## config.mk

```make
export PLATFORM = sky130hd
export DESIGN_NAME = stereo_peak_window
export DESIGN_NICKNAME = d
export VERILOG_FILES = /design/src/rtl/stereo_peak_window.sv
export SDC_FILE = /design/constraint.sdc
export NUM_CORES = 1
export LEC_CHECK = 0
export BUFFER_PORTS_ARGS = -buffer_cell sky130_fd_sc_hd__buf_4
export CAP_MARGIN = 10
export CELL_PAD_IN_SITES_DETAIL_PLACEMENT = 0
export CELL_PAD_IN_SITES_GLOBAL_PLACEMENT = 2
export CORE_ASPECT_RATIO = 1.1
export CORE_UTILIZATION = 38
export DETAILED_ROUTE_END_ITERATION = 16
export GPL_TIMING_DRIVEN = 1
export PLACE_DENSITY = 0.94
export SLEW_MARGIN = 10
export SYNTH_ARGS = -nofsm -noshare
export SYNTH_HDL_FRONTEND = slang
export SYNTH_SLANG_ARGS = --single-unit
export TNS_END_PERCENT = 1
```

## constraint.sdc

```tcl
create_clock -name i_clk -period 5.8 [get_ports i_clk]
set_input_delay 1.45 -clock i_clk [delete_from_list [all_inputs] [get_ports i_clk]]
set_output_delay 1.45 -clock i_clk [all_outputs]
set_load 0.01 [all_outputs]
```

## src/rtl/stereo_peak_window.sv

```systemverilog
// Purpose : windowed stereo peak detector; tracks the largest |sample| per channel over WINDOW_LEN accepted pairs.
// Latency : o_valid rises one clock after the edge that accepts the window-closing pair.
// Backpres: a pending unaccepted output stalls only the next window-closing pair; mid-window pairs keep flowing.
//
// Ports:
//   i_clk, i_reset_n      clock (rising edge) and asynchronous active-low reset
//   i_valid/i_ready       input sample-pair handshake (i_ready is combinational from o_ready and state only)
//   i_data_l, i_data_r    signed two's-complement left/right samples
//   o_valid/o_ready       output peak-pair handshake
//   o_peak_l, o_peak_r    unsigned saturated peak magnitudes (DATA_WIDTH-1 bits)
module stereo_peak_window #(
    parameter int DATA_WIDTH = 16,
    parameter int WINDOW_LEN = 1024
) (
    input  logic                  i_clk,
    input  logic                  i_reset_n,
    input  logic                  i_valid,
    output logic                  i_ready,
    input  logic [DATA_WIDTH-1:0] i_data_l,
    input  logic [DATA_WIDTH-1:0] i_data_r,
    output logic                  o_valid,
    input  logic                  o_ready,
    output logic [DATA_WIDTH-2:0] o_peak_l,
    output logic [DATA_WIDTH-2:0] o_peak_r
);

    localparam int CW = $clog2(WINDOW_LEN);
    localparam int MW = DATA_WIDTH - 1;
    localparam logic [CW-1:0] CNT_LAST = CW'(WINDOW_LEN - 1);

    // Absolute value, saturating the most negative code to the largest positive magnitude
    // so the result always fits in DATA_WIDTH-1 bits.
    function automatic logic [MW-1:0] mag(input logic [DATA_WIDTH-1:0] x);
        logic [DATA_WIDTH-1:0] neg;
        neg = DATA_WIDTH'(0) - x;
        if (!x[DATA_WIDTH-1]) begin
            return x[MW-1:0];
        end else if (neg[DATA_WIDTH-1]) begin
            return '1;
        end else begin
            return neg[MW-1:0];
        end
    endfunction

    logic [MW-1:0] acc_l_q, acc_l_d;
    logic [MW-1:0] acc_r_q, acc_r_d;
    logic [MW-1:0] peak_l_q, peak_l_d;
    logic [MW-1:0] peak_r_q, peak_r_d;
    logic [CW-1:0] cnt_q, cnt_d;
    logic          vld_q, vld_d;

    logic [MW-1:0] mag_l, mag_r;
    logic [MW-1:0] max_l, max_r;
    logic          cnt_last;
    logic          accept;
    logic          win_close;

    always_comb begin
        mag_l     = mag(i_data_l);
        mag_r     = mag(i_data_r);
        max_l     = (acc_l_q > mag_l) ? acc_l_q : mag_l;
        max_r     = (acc_r_q > mag_r) ? acc_r_q : mag_r;
        cnt_last  = (cnt_q == CNT_LAST);
        // Only the closing pair needs the output slot; it is held off while the slot is stuck full.
        i_ready   = !(vld_q && !o_ready && cnt_last);
        accept    = i_valid && i_ready;
        win_close = accept && cnt_last;
    end

    always_comb begin
        acc_l_d  = acc_l_q;
        acc_r_d  = acc_r_q;
        cnt_d    = cnt_q;
        peak_l_d = peak_l_q;
        peak_r_d = peak_r_q;
        // A close can only happen when the slot is empty or draining this cycle,
        // so reloading the slot never overwrites an untransferred pair.
        vld_d    = win_close || (vld_q && !o_ready);

        if (accept) begin
            if (cnt_last) begin
                acc_l_d  = '0;
                acc_r_d  = '0;
                cnt_d    = '0;
                peak_l_d = max_l;
                peak_r_d = max_r;
            end else begin
                acc_l_d  = max_l;
                acc_r_d  = max_r;
                cnt_d    = cnt_q + CW'(1);
            end
        end
    end

    always_ff @(posedge i_clk or negedge i_reset_n) begin
        if (!i_reset_n) begin
            acc_l_q  <= '0;
            acc_r_q  <= '0;
            cnt_q    <= '0;
            peak_l_q <= '0;
            peak_r_q <= '0;
            vld_q    <= 1'b0;
        end else begin
            acc_l_q  <= acc_l_d;
            acc_r_q  <= acc_r_d;
            cnt_q    <= cnt_d;
            peak_l_q <= peak_l_d;
            peak_r_q <= peak_r_d;
            vld_q    <= vld_d;
        end
    end

    assign o_valid  = vld_q;
    assign o_peak_l = peak_l_q;
    assign o_peak_r = peak_r_q;

endmodule

```

=== After elaboration in Yosys (flattened, before gate mapping) ===
Cells that the tools add are included.

* Input port bits: 36
* Output and inout bits: 32
* Bits in registers: 71
* Word-level logic and storage cells: 29

* Add/subtract/negate cells: 3
* Reductions and logical operators: 8
* Equality and inequality tests: 1
* $lt $le $gt $ge: 2
* Muxes and demuxes: 9

{| class="wikitable"
|+ Operators by type and width
! cell !! count
|-
| $mux W15 || 8
|-
| $sub A1 B16 Y16 const A || 2
|-
| $gt A15 B15 Y1 || 2
|-
| $add A10 B1 Y10 const B || 1
|-
| $eq A10 B10 Y1 const B || 1
|-
| $mux W10 || 1
|-
| $logic_and A1 B1 Y1 || 4
|-
| $logic_not A1 Y1 || 2
|-
| $reduce_and A2 Y1 || 1
|-
| $logic_or A1 B1 Y1 || 1
|}

=== Logic depth before layout (Yosys ltp) ===
Gate-level depths: netlist (run 1).

* Word-level depth: 7
* Mapped depth: 16
* Gate-level depth less buffers: 14

=== Least setup slack after synthesis (run 1) ===
No wires, ideal clock.

* Path kind: in2reg
* Start: input i_data_l[5]
* End: register peak_l_q[1] (netlist: o_peak_l[1])
* Setup time: 126 ps
* Data arrival time: 4,549 ps
* Setup slack: 1,125 ps
* Stages on the path: 16
* Required time: 5,674 ps
* Buffers on the path: 4
* Cell sequence: or4_1 -> buf_2 -> nor3_1 -> nand4b_1 -> buf_2 -> nand2_1 -> inv_1 -> ha_1 -> and3_1 -> a221o_1 -> a221o_1 -> o21ai_2 -> buf_6 -> buf_12 -> mux2i_1 -> a21oi_1

* Word-level cells in the longest chain between the ends: 5

{| class="wikitable"
|+ Ends and longest elaborated chain
! element !! RTL line !! text
|-
| start, declared || 19 || <nowiki>input logic [DATA_WIDTH-1:0] i_data_l,</nowiki>
|-
| $sub A1 B16 Y16 || 35 || <nowiki>neg = DATA_WIDTH'(0) - x;</nowiki>
|-
| $mux W15 || 38 || <nowiki>end else if (neg[DATA_WIDTH-1]) begin</nowiki>
|-
| $mux W15 (*) || 36 || <nowiki>if (!x[DATA_WIDTH-1]) begin</nowiki>
|-
| $gt A15 B15 Y1 || 61 || <nowiki>max_l = (acc_l_q > mag_l) ? acc_l_q : mag_l;</nowiki>
|-
| $mux W15 (*) || 61 ||
|-
| end signal, assigned || 107 || <nowiki>peak_l_q <= peak_l_d;</nowiki>
|-
| end, declared || 47 || <nowiki>logic [MW-1:0] peak_l_q, peak_l_d;</nowiki>
|}

Mark *: on every way between the ends. The rest lies on a longest branch, timed or not.
A chain may end at the register's enable or synchronous reset.

=== Worst setup path in the final report (run 1) ===
* Start: input i_data_l[3]
* End: register acc_l_q[11]

* Word-level cells in the longest chain between the ends: 6

{| class="wikitable"
|+ Ends and longest elaborated chain
! element !! RTL line !! text
|-
| $sub A1 B16 Y16 || 35 ||
|-
| $mux W15 || 38 ||
|-
| $mux W15 (*) || 36 ||
|-
| $gt A15 B15 Y1 || 61 ||
|-
| $mux W15 (*) || 61 ||
|-
| $mux W15 (*) || 81 || <nowiki>if (cnt_last) begin</nowiki>
|-
| end signal, assigned || 104 || <nowiki>acc_l_q <= acc_l_d;</nowiki>
|-
| end, declared || 45 || <nowiki>logic [MW-1:0] acc_l_q, acc_l_d;</nowiki>
|}

Marks and branches as above.

==> results of run 1 <==
sequential cells by signal (all words and copies together) (netlist names):
| name | cells |
|---|---|
| cnt_q | 10 |
| acc_r_q | 15 |
| o_peak_r | 15 |
| o_valid | 1 |
| o_peak_l | 15 |
| acc_l_q | 15 |
final timing paths:
path | endpoint | slack [ps] | cells past startpoint
setup / recovery | acc_l_q[11]$_DFFE_PN0P_ | 640 | 13
hold / removal | o_peak_l[7]$_DFFE_PN0P_ | 480 | 2
setup reg to reg | o_peak_l[0]$_DFFE_PN0P_ | 3090 | 7
hold reg to reg | o_peak_l[7]$_DFFE_PN0P_ | 480 | 2
max in group asynchronous | o_valid$_DFF_PN0_ | 3960 | 1
min in group asynchronous | o_peak_r[7]$_DFFE_PN0P_ | 1240 | 1
layout make-up:
cell class	count	area (sq um)	share of cell area [%]
Inverter	35	131	2.39
Clock buffer	12	246	4.48
Sequential cell	71	1780	32.3
Multi-Input combinational cell	368	2550	46.5
Tap cell	150	188	3.41
Timing Repair Buffer	74	556	10.1
Clock inverter	3	43.8	0.797
metrics by stage:
stage	setup slack (ps)	hold slack, ps	total power, mW	cells	area [sq um]
after floorplan	1130	444	1.09	499	4600
after global placement	416	462	1.23	698	5210
after detailed placement	314	476	1.24	698	5210
after CTS	651	488	1.80	713	5500
after global routing	337	509	1.90	713	5500
final	637	482	1.78	713	5500
cell families (layout without fill, tap and decap cells):
family | Yosys count | after routing | share of synthesized area (%)
mux | 24 | 24 | 5.30
flops | 71 | 71 | 38.6
simple gates | 151 | 151 | 16.8
fa+ha+maj | 33 | 33 | 8.98
compound gates | 139 | 139 | 20.5
buf+inv | 60 | 124 | 5.82
xor+xnor | 21 | 21 | 4.00
placed cells by master, fill, tap and decap left out, types with 3 or more instances in the layout:
master	instances
xor2_1	13
inv_1	35
clkbuf_16	9
buf_4	74
mux2i_1	21
o2bb2ai_1	7
xnor2_1	8
and2_0	3
nand2_1	64
ha_1	33
o21ai_1	9
o31ai_1	6
and2_1	4
dfrtp_1	71
nand4_1	9
and2_2	3
nor2_1	22
o41ai_1	4
or4_1	4
o21ai_0	34
nand3_1	10
and3_1	7
a21oi_1	26
o21a_1	5
o211ai_1	3
nor4_1	3
a22o_1	25
or2_2	5
mux2_2	3
a31oi_1	4
worst reg2reg max path: stages, from the launching register on:
cell      delay, ps
dfrtp_1         410
ha_1            230
and3_1          260
nand4_1         220
o21a_1          390
nand2_1         410
buf_4           360
o311ai_0        320
metal layers:
metal,up-vias,track usage [%],wire (um)
met5,-,0,0
met4,0,4.88,99
met3,9,2.83,389
met2,71,27.4,4890
met1,1834,25.7,5210
li1,1921,-,-
power groups by stage:
| stage | clock network, mW | logic, mW | registers (mW) |
|---|---|---|---|
| final | 0.546 | 0.565 | 0.671 |
| after detailed placement | 0 | 0.567 | 0.677 |
| after global placement | 0 | 0.554 | 0.675 |
| after global routing | 0.579 | 0.636 | 0.683 |
| after CTS | 0.555 | 0.572 | 0.670 |
| after floorplan | 0 | 0.427 | 0.659 |
==> summary.txt, run 1 <==
Yosys
  – Post-synth cell types: 58
  – Synth area leaders: dfrtp_1 39%, ha_1 9.0%, nand2_1 5.2%, a22o_1 4.8%, mux2i_1 4.6%
  – Syn Inst Count: 499
  – Seq/Total Area, Yosys: 38.6%
  – Mapped Nets: 568
  – Post-synthesis cell area: 4600 sq um
  – Top FF cell, synth: dfrtp_1
  – Yosys reg bits: 71
  – Synth area leader: dfrtp_1
  – Async set-reset flop share out of synthesis: 100%
  – Yosys warnings: 0
  – Commonest cells in the netlist: 71 x dfrtp_1, 64 x nand2_1, 35 x inv_1
  – Yosys top cell area share: 38.6%
  – Most common cell in the netlist: dfrtp_1
  – Avg Cell Area, Syn: 9.22 sq um
  – Number of enable flip-flop cells after synthesis: 0

Setup path
  – Setup crit end kind: flop
  – Critical Path Start: i_data_l[3]
  – Req. time, crit path: 6010 ps
  – CP arrival: 5380 ps
  – CP delay by family, top: simple AND/OR/NAND/NOR gates
  – WP buf/inv: 2
  – Crit Path Category: input port to flop
  – Critical path launch point type: input port
  – Worst-path fanout max: 15
  – Cell breakdown of the critical path: buf_4 > or4_1 > nor3_1 > nand4b_1 > nand2_1 > inv_1 > ha_1 > and3_1 > a221o_1 > a221o_1 > o21ai_2 > o21ai_1 > a22o_1
  – R2R Path Start: cnt_q[0]$_DFFE_PN0P_
  – Slowest cell on the critical path: or4_1
  – CP dominant cell by count: a221o_1
  – Worst path max stage delay: 710 ps

CTS
  – Clk sinks: 71
  – CTS Buffer Depth: 2
  – Root Buffer Master: clkbuf_16
  – TritonCTS buffer count: 9
  – Post-CTS Setup Repair Bufs: 0
  – CTS-repair resized insts: 0
  – CTS tree: yes
  – Worst-path clk slew: 50 ps
  – Skew-Pair Late Insertion Delay: 330 ps
  – CTS Hold Buffers Added: 0
  – H-tree Lvls: 3

Cells and area
  – Layout area overhead: 19.5%
  – Final Util: 47.2%
  – Layout Nets: 628
  – Share of layout cells above drive strength 1: 18.8%
  – Ant diodes: 0
  – Fillers: 1,122

Place
  – Dpl hpwl: 7820 um
  – Final GP Congestion: 0.783
  – # port buffers: 67

Power
  – Max VDD drop: 136 uV
  – Clk pwr share: 30.7%
  – PwrDens: 324 nW/um^2
  – Sw Ratio: 32.7%
  – Combinational share of power: 31.7%
  – Psw: 0.582 mW
  – Flop pwr share: 37.6%
  – Static Leak: 2.71 nW
  – Internal: 1.20 mW

STA
  – Unrepaired setup endpoints after global routing: no
  – Tcrit/Tclk final: 89.0%
  – Fin Setup TNS: 0 ps
  – Endpoints failing hold: 0
  – # setup viols final: 0
  – Final Slew Violations: 0
  – Worst slew pin tran: 1160 ps
  – Tmin final: 5160 ps
  – Clock skew: 6.51 ps
  – Slew margin rel.: 22.3%
  – Max Clock Freq: 194 MHz

Route
  – Via Count: 3,835
  – DRT iter0 DRCs: 284
  – Pre-antenna DRT Iters: 4
  – Avg WL per Cell: 14.8 um
  – Final WL: 10,600 um
  – Remaining routing DRC violations: 0
  – Routed vias/inst: 5.38
  – ANT nets after route: 0

Die
  – Core area: 11,600 sq um
  – Die width: 107 um
  – FP Rows: 41
  – Die Area: 12,500 sq um
  – Top Ports: 68
  – Starting Density: 39.5%
  – Die Y: 117 um

Global route
  – Largest net degree at the start of global routing: 72
  – Vias in the first global route: 3,701
  – Initial antenna violation count: 0
  – Tot GR Track Use: 17.8%
  – Grt total ovfl: 0
  – First-pass GRT wire length: 18,100 um

Worst hold path
  – Worst min path class: flop to flop
  – Critical hold path startpoint: o_peak_l[7]$_DFFE_PN0P_

Status
  – Status: finished clean

Flow run
  – Max Cap Viol: 0
Note: power is estimated with default switching activity, not from simulation.
==> run 2, diff against run 1 <==
Settings changed: BUFFER_PORTS_ARGS -buffer_cell sky130_fd_sc_hd__buf_4 to default, CORE_UTILIZATION 38 to 43, DONT_BUFFER_PORTS from default to 1, PLACE_DENSITY 0.94 to 0.95.
==> run 2 against run 1 <==
  * Fmax up 1.0%
  * Critical path type unchanged
  * Largest power group unchanged
  * Highest routed layer unchanged
  * Worst setup slack better by 53 ps
  * Combinational power down 10%
  * Sequential cell count unchanged
  * Wire length down 3.2%
  * Clock power up 2%
  * First-iteration DRC count down 44%
  * Non-clock buffer count down 68
  * Clock skew up 3.1 ps
  * Global-route usage up 1.7 points
==> summary.txt, run 2 (synthesis gave the netlist of run 1 again) <==
Route
  – Routed vias/inst: 5.64
  – Final WL: 10,200 um
  – DRT iter0 DRCs: 160
  – ANT nets after route: 0
  – Avg WL per Cell: 16.0 um
  – Pre-antenna DRT Iters: 4
  – Remaining routing DRC violations: 0
  – Via Count: 3,605

Setup path
  – FF-to-FF path depth: 7
  – Slowest cell on the critical path: or4_1
  – WP buf/inv: 1
  – Worst-path fanout max: 15
  – Req. time, crit path: 6020 ps
  – R2R Setup Slk: 3060 ps
  – R2R Path Start: cnt_q[0]$_DFFE_PN0P_
  – Crit Path Category: input port to flop
  – Critical path launch point type: input port
  – CP dominant cell by count: a221o_1
  – Setup crit end kind: flop
  – Worst path max stage delay: 710 ps
  – Reg2reg end: o_peak_r[0]$_DFFE_PN0P_
  – CP arrival: 5330 ps
  – CP delay by family, top: simple AND/OR/NAND/NOR gates
  – Cell breakdown of the critical path: or4_1 > nor3_1 > nand4b_1 > nand2_1 > inv_1 > ha_1 > and3_1 > a221o_1 > a221o_1 > o21ai_2 > o21ai_1 > a22o_1

CTS
  – TritonCTS buffer count: 9
  – Skew-Pair Late Insertion Delay: 340 ps
  – Clk sinks: 71
  – Post-CTS Setup Repair Bufs: 0
  – CTS-repair resized insts: 0
  – CTS Buffer Depth: 2
  – CTS Hold Buffers Added: 0
  – CTS tree: yes
  – Root Buffer Master: clkbuf_16
  – Worst-path clk slew: 60 ps
  – H-tree Lvls: 3

Global route
  – Met2 Use GR: 29.2%
  – Initial antenna violation count: 0
  – Grt met1 use: 28.4%
  – Met3 Use GR: 4.18%
  – Tot GR Track Use: 19.5%
  – First-pass GRT wire length: 17,300 um
  – Grt total ovfl: 0
  – Gr busiest metal: met2
  – Largest net degree at the start of global routing: 72
  – Vias in the first global route: 3,477

Cells and area
  – Area occupied by multi-input gates: 2550 sq um
  – Flip-flop and latch area: 1780 sq um
  – Ant diodes: 0
  – Most frequent cells in the layout: 71 x dfrtp_1, 64 x nand2_1, 35 x inv_1, 34 x o21ai_0, 33 x ha_1
  – Final Util: 48.0%
  – Post-route cell area: 4990 sq um
  – Layout Nets: 560
  – Share of layout cells above drive strength 1: 8.06%
  – Most common library cell in the layout ignoring fill and taps: dfrtp_1
  – Fillers: 996
  – Layout area overhead: 8.41%

Worst hold path
  – Critical hold path startpoint: cnt_q[7]$_DFFE_PN0P_
  – Worst min path class: flop to flop
  – Hold Path Depth: 1
  – Hold Path Sink: cnt_q[7]$_DFFE_PN0P_

Power
  – Total Power: 1.74 mW
  – Combinational share of power: 29.2%
  – Max VDD drop: 157 uV
  – Sw Ratio: 33.1%
  – PwrDens: 350 nW/um^2
  – Clk pwr share: 32.1%
  – Flop pwr share: 38.8%
  – Internal: 1.17 mW
  – Static Leak: 2.37 nW
  – Psw: 0.577 mW

STA
  – Tcrit/Tclk final: 88.1%
  – Slew margin rel.: 23.1%
  – Endpoints failing hold: 0
  – Worst slew pin tran: 1150 ps
  – Max Clock Freq: 196 MHz
  – Fin Setup TNS: 0 ps
  – Unrepaired setup endpoints after global routing: no
  – Final Slew Violations: 0
  – Clock skew: 9.65 ps
  – # setup viols final: 0
  – Tmin final: 5110 ps
  – Worst setup margin: 691 ps

Place
  – # port buffers: 0
  – Area after DPL: 4690 sq um
  – Worst slack at placement: 305 ps
  – Dpl hpwl: 7560 um
  – Final GP Congestion: 0.865

Flow run
  – Max Cap Viol: 0

Die
  – FP Rows: 39
  – Die Y: 110 um
  – Die width: 101 um
  – Top Ports: 68
  – Starting Density: 44.3%
  – Die Area: 11,100 sq um
  – Core area: 10,400 sq um

Status
  – Status: finished clean
-- run 2: cell count changes in the layout (fill, tap and decap cells not counted), sizes merged --
cell | previous run | this run
clkbuf | 12 | 10
clkinvlp | 0 | 2
inv | 35 | 36
buf | 74 | 6
-- run 2: how the worst max path moves through the flow --
stage,depth (start not counted),start,to
after floorplan,16,i_data_l[5],o_peak_l[1]$_DFFE_PN0P_
after global placement,13,i_data_l[5],o_peak_l[10]$_DFFE_PN0P_
after detailed placement,12,i_data_l[5],acc_l_q[9]$_DFFE_PN0P_
after CTS,12,i_data_l[5],acc_l_q[8]$_DFFE_PN0P_
after global routing,13,i_data_l[5],o_peak_l[9]$_DFFE_PN0P_
final,12,i_data_l[5],acc_l_q[8]$_DFFE_PN0P_
-- run 2: through the flow --
| stage | hold slack, ps | instances |
|---|---|---|
| after floorplan | 444 | 499 |
| after CTS | 489 | 639 |
| final | 494 | 639 |
| after global routing | 519 | 639 |
| after detailed placement | 484 | 623 |
| after global placement | 461 | 623 |
-- run 2: area by class of cell --
class	instances	share of cell area, %
clock inverters	6	1.41
clock buffers	10	4.59
well taps	143	3.59
multi-input cells	368	51.2
inverters	35	2.63
flip-flops and latches	71	35.6
repair buffers	6	0.903
-- run 2: power by group through the flow --
stage,sequential [mW],clock [mW],combinational [mW]
finish,0.676,0.559,0.508
global route,0.689,0.589,0.575
CTS,0.675,0.567,0.514
detailed placement,0.684,0,0.509
global placement,0.681,0,0.495
floorplan,0.659,0,0.427
-- run 2: metal layers --
| metal | part of all wire, % | routed length (um) | vias to the layer above |
|---|---|---|---|
| li1 | - | - | 1776 |
| met1 | 50 | 5130 | 1754 |
| met2 | 45 | 4620 | 63 |
| met3 | 3.8 | 394 | 12 |
| met4 | 1.0 | 107 | 0 |
| met5 | 0 | 0 | - |
